==> src/rtl/rr_decoder_arbiter.sv <==
// Round-robin arbiter driving a 2-to-4 decoder (addr1, addr0, enable).
// Fair rotation via a priority pointer, an optional hold-time limit with
// a one-cycle timeout pulse, and a guaranteed one-cycle enable-low gap
// between any two grants. All outputs come straight from flops.

module rr_decoder_arbiter #(
  parameter int MAX_HOLD = 8,  // 0 = a grant may be held indefinitely
  parameter int CNT_W    = 4   // must satisfy 2**CNT_W > MAX_HOLD
) (
  input  logic clk,
  input  logic reset,
  input  logic req0,
  input  logic req1,
  input  logic req2,
  input  logic req3,
  output logic addr0,
  output logic addr1,
  output logic enable,
  output logic timeout
);

  typedef enum logic {
    IDLE  = 1'b0,
    GRANT = 1'b1
  } state_t;

  localparam logic [CNT_W-1:0] HOLD_LIMIT = CNT_W'(MAX_HOLD);
  localparam bit               HOLD_ON    = (MAX_HOLD != 0);

  state_t           state_q, state_d;
  logic [1:0]       ptr_q, ptr_d;
  logic [1:0]       addr_q, addr_d;
  logic [CNT_W-1:0] cnt_q, cnt_d;
  logic             timeout_q, timeout_d;

  logic [3:0]       req;
  logic             any_req;
  logic             granted_req;
  logic             at_limit;
  logic [1:0]       pick;
  logic [1:0]       scan_idx;
  logic             found;

  assign req         = {req3, req2, req1, req0};
  assign any_req     = |req;
  assign granted_req = req[addr_q];
  // Only meaningful while in GRANT; cnt_q counts cycles the grant has been high.
  assign at_limit    = HOLD_ON && (cnt_q == HOLD_LIMIT);

  // Priority pick: first asserted request scanning ptr, ptr+1, ptr+2, ptr+3 (mod 4).
  always_comb begin
    pick     = ptr_q;
    scan_idx = ptr_q;
    found    = 1'b0;
    for (int i = 0; i < 4; i++) begin
      scan_idx = ptr_q + 2'(i);
      if (!found && req[scan_idx]) begin
        pick  = scan_idx;
        found = 1'b1;
      end
    end
  end

  // State register; reset drops enable immediately since enable is decoded from it.
  always_ff @(posedge clk or posedge reset) begin
    if (reset) begin
      state_q <= IDLE;
    end else begin
      state_q <= state_d;
    end
  end

  // Next-state: a grant always returns through IDLE, which creates the gap cycle.
  always_comb begin
    state_d = state_q;
    case (state_q)
      IDLE:    if (any_req) state_d = GRANT;
      GRANT:   if (!granted_req || at_limit) state_d = IDLE;
      default: state_d = IDLE;
    endcase
  end

  // Output/datapath next values: address load, pointer advance, hold count, timeout.
  always_comb begin
    ptr_d     = ptr_q;
    addr_d    = addr_q;
    cnt_d     = cnt_q;
    timeout_d = 1'b0;
    case (state_q)
      IDLE: begin
        if (any_req) begin
          addr_d = pick;
          cnt_d  = CNT_W'(1);
        end
      end
      GRANT: begin
        if (!granted_req) begin
          // Normal release takes precedence over a coincident hold limit.
          ptr_d = addr_q + 2'd1;
        end else if (at_limit) begin
          ptr_d     = addr_q + 2'd1;
          timeout_d = 1'b1;
        end else if (cnt_q != '1) begin
          // Saturating so an unlimited hold never wraps the counter.
          cnt_d = cnt_q + CNT_W'(1);
        end
      end
      default: ;
    endcase
  end

  // Datapath registers.
  always_ff @(posedge clk or posedge reset) begin
    if (reset) begin
      ptr_q     <= 2'd0;
      addr_q    <= 2'd0;
      cnt_q     <= '0;
      timeout_q <= 1'b0;
    end else begin
      ptr_q     <= ptr_d;
      addr_q    <= addr_d;
      cnt_q     <= cnt_d;
      timeout_q <= timeout_d;
    end
  end

  assign addr0   = addr_q[0];
  assign addr1   = addr_q[1];
  assign enable  = (state_q == GRANT);
  assign timeout = timeout_q;

endmodule

==> config.mk <==
export PLATFORM = sky130hd
export DESIGN_NAME = rr_decoder_arbiter
export DESIGN_NICKNAME = d
export VERILOG_FILES = /design/src/rtl/rr_decoder_arbiter.sv
export SDC_FILE = /design/constraint.sdc
export NUM_CORES = 1
export LEC_CHECK = 0
export ABC_AREA = 1
export BUFFER_PORTS_ARGS = -buffer_cell sky130_fd_sc_hd__buf_2
export CAP_MARGIN = 20
export CORE_MARGIN = 1.5
export CORE_UTILIZATION = 45
export CTS_CLUSTER_SIZE = 8
export DETAILED_ROUTE_END_ITERATION = 7
export GPL_TIMING_DRIVEN = 0
export PLACE_DENSITY = 0.74
export SYNTH_ARGS = -nofsm -noshare
export SYNTH_HDL_FRONTEND = slang
export SYNTH_SLANG_ARGS = --single-unit
==> constraint.sdc <==
create_clock -name clk -period 1.7 [get_ports clk]
set_clock_uncertainty 0.1 [all_clocks]
set_input_delay 0.34 -clock clk [delete_from_list [all_inputs] [get_ports clk]]
set_output_delay 0.34 -clock clk [all_outputs]
set_load 0.05 [all_outputs]
==> impl_metrics.tcl <==
set metrics [dict create \
    initial_core_util_pct 49.8 \
    grt_pass1_vias 661 \
    path_cells "buf_6 -> inv_4 -> nand2_1 -> nand2_2 -> nand2_2 -> nand2_4 -> nand2_2 -> nand2_1 -> nand2_1 -> nand2_1 -> nand3_1 -> nand2_1 -> nand2_1" \
    fillCellCount 149 \
    fin_cells 148 \
    p_total_uw 1930 \
    leakage_uw 0.000525 \
    seq_power_share_pct 23.7 \
    p_per_area_nw_per_um2 2140 \
    slew_violations 0 \
    grt_max_degree 11 \
    port_buffers 9 \
    fin_crit_ps 1530 \
    synth-seq-cells 10 \
    dp_cells 142 \
    htree_levels 1 \
    seq_area_frac_synth_pct 31.8 \
    max_slew.worst_pin.slew_ps 390 \
    clock_sinks 10 \
    hpwl_um 1190 \
    overflow 0 \
    worstSetupStartpoint "ptr_q[0]$_DFFE_PP0P_" \
    dr.pass1.iters 4 \
    crit_fanout 8 \
    tritoncts "done" \
    drt_wl_total_um 1480 \
    end_kind "flop" \
    slew_headroom_pct 73.9 \
    rows 14 \
    synthDistinctLibCells 20 \
    areaGrowthSynthToFinish_pct 14.6 \
    cts_inserted_buffers 3 \
    status "finished, final reports clean" \
    reg2reg_from "ptr_q[0]$_DFFE_PP0P_" \
    crit_type "flop to flop" \
    synth_fp_nets 125 \
    layout_common_cells "45 x nand2_1, 14 x nand3_1, 13 x inv_1" \
    core-area_um2 1580 \
    crit_slowest_cell "dfrtp_1" \
    grt_pass1_wl_um 2600 \
    avgRoutedWirePerCell_um 9.97 \
    cp_data_arrival_time_ps 1580 \
    p_clk_share_pct 7.8 \
    finalHoldViolCount 0 \
    ioPinCount 10 \
    hold_end "enable$_DFF_PP0_" \
    setup_viol 0 \
    timing.fmax_ghz 0.652 \
    ys.warnings.count 0 \
    hold_start "req3" \
    hold_path_depth 3 \
    vias 751 \
    via_per_inst 5.07 \
    drc 0 \
    rsz0062_at_grt "no" \
    antenna_found_initial 0 \
    ant_nets 0 \
    hold_path_class "input port to flop" \
    postSynthAreaPerCell_um2 6.72 \
    drt_iter0_drc 30 \
    slowest_delay_ps 370 \
    p_sw_uw 1040 \
    gp_congestion 0.849 \
    n_antenna_cell 0 \
    die_x_um 44.8 \
    ir_worst_vdd_mv 1.17 \
    cap_violations 0 \
    cts-root-buf "clkbuf_4" \
    die_height_um 44.8 \
    crit_top_cell "nand2_1" \
    track_usage_pct 17.8 \
    clock_latency_ps 260 \
    period_share_pct 90.2 \
    final_common_cell "nand2_1" \
    syn_inst 117 \
    crit_required_ps 1740 \
    regToRegEndpoint "addr_q[1]$_DFFE_PP0P_" \
    p_comb_share_pct 68.5 \
    switching_share_pct 54.0 \
    clk_pin_slew_ps 60 \
    drive_gt1_share_pct 24.2 \
    syn_area_um2 786 \
    cts_buffer_depth 2 \
    setup_tns_ps 0 \
    rr_worst_depth 13 \
    start_kind "flop" \
    rrSetupSlack_ps 170 \
    internal-power_uw 889 \
    final_nets 142 \
    dieArea_um2 2010 \
]
-- worst max-delay path by stage --
| stage | end | slack, ps |
|---|---|---|
| final | addr_q[1]$_DFFE_PP0P_ | 170 |
| after global routing | cnt_q[2]$_DFFE_PP0P_ | 5 |
| after detailed placement | addr_q[1]$_DFFE_PP0P_ | 160 |
| after global placement | addr_q[1]$_DFFE_PP0P_ | 170 |
| after floorplan | cnt_q[0]$_DFFE_PP0P_ | 40 |
| after CTS | addr_q[1]$_DFFE_PP0P_ | 150 |
-- power groups by stage --
| stage | clock [µW] | combinational [µW] | sequential [µW] |
|---|---|---|---|
| 6_report | 150 | 1320 | 458 |
| 5_1_grt | 176 | 1500 | 471 |
| 4_1_cts | 157 | 1280 | 456 |
| 3_5_place_dp | 0 | 1270 | 459 |
| 3_3_place_gp | 0 | 1240 | 458 |
| 2_1_floorplan | 0 | 947 | 561 |
-- layout make-up --
| type | count | area, µm² | share of cell area (%) |
|---|---|---|---|
| buffer | 1 | 11.3 | 1.25 |
| clock buffer | 3 | 22.5 | 2.50 |
| inverter | 17 | 66.3 | 7.36 |
| multi-input combinational | 89 | 460 | 51.1 |
| sequential | 10 | 250 | 27.8 |
| tap | 16 | 20.0 | 2.22 |
| timing repair buffer | 12 | 70.1 | 7.78 |
-- registers in the layout, summed over array words and instances (netlist names) --
register  flops
timeout       1
addr_q        2
enable        1
ptr_q         2
cnt_q         4
-- worst max-delay path: cells and delay by family (launching register included) --
kind	cells	cell delay (ps)
AND/OR/NAND/NOR	11	740
flip-flops	1	370
buffers and inverters	2	220
-- synth_stat cells --
cell type,n,share of area [%]
nor2_8,1,2.5
dfrtp_1,10,32
o21ai_0,3,1.9
inv_4,1,0.80
nand3_1,14,8.9
buf_6,1,1.4
nor2_4,1,1.4
o21ai_2,1,1.1
o31ai_1,1,0.96
xor2_1,2,2.2
o21ai_1,4,2.5
nor2_1,3,1.4
a22oi_1,1,0.96
nand2_1,46,22
inv_1,13,6.2
ha_1,2,3.2
nand2_4,2,2.9
a21oi_1,1,0.64
inv_2,3,1.4
nand2_2,7,5.6
-- per-stage QoR --
stage	utilization [%]	hold WS (ps)	area [µm²]	worst slack (ps)
2_1_floorplan	-	80.2	786	42.5
3_3_place_gp	54.0	227	851	171
3_5_place_dp	54.0	231	851	156
4_1_cts	56.0	316	883	146
5_1_grt	57.1	321	901	5.40
6_report	57.1	321	901	166
-- layer usage --
layer,up-vias,share of wire [%],GRT usage [%]
met2,18,43,27.2
met1,333,52,24.9
met5,-,0,0
met3,2,4.9,7.20
met4,0,0.47,1.76
li1,398,-,-
-- logic make-up (layout without fill, tap and decap cells) --
kind of cell,Yosys count,count (layout),synth area share (%)
and+or+nand+nor,74,74,44.7
buffers and inverters,18,33,9.87
AOI/OAI and AO/OA,11,11,8.12
DFF,10,10,31.8
adders and majority gates,2,2,3.18
xor gates and xnor gates,2,2,2.23
-- what timing repair did --
action	in CTS	in global routing
hold buffers	1	0
buffers inserted	0	2
endpoints found under the setup margin	0	1
gates resized for setup	0	1
hold endpoints to repair	10	0
Note: power is estimated with default switching activity, not from simulation.
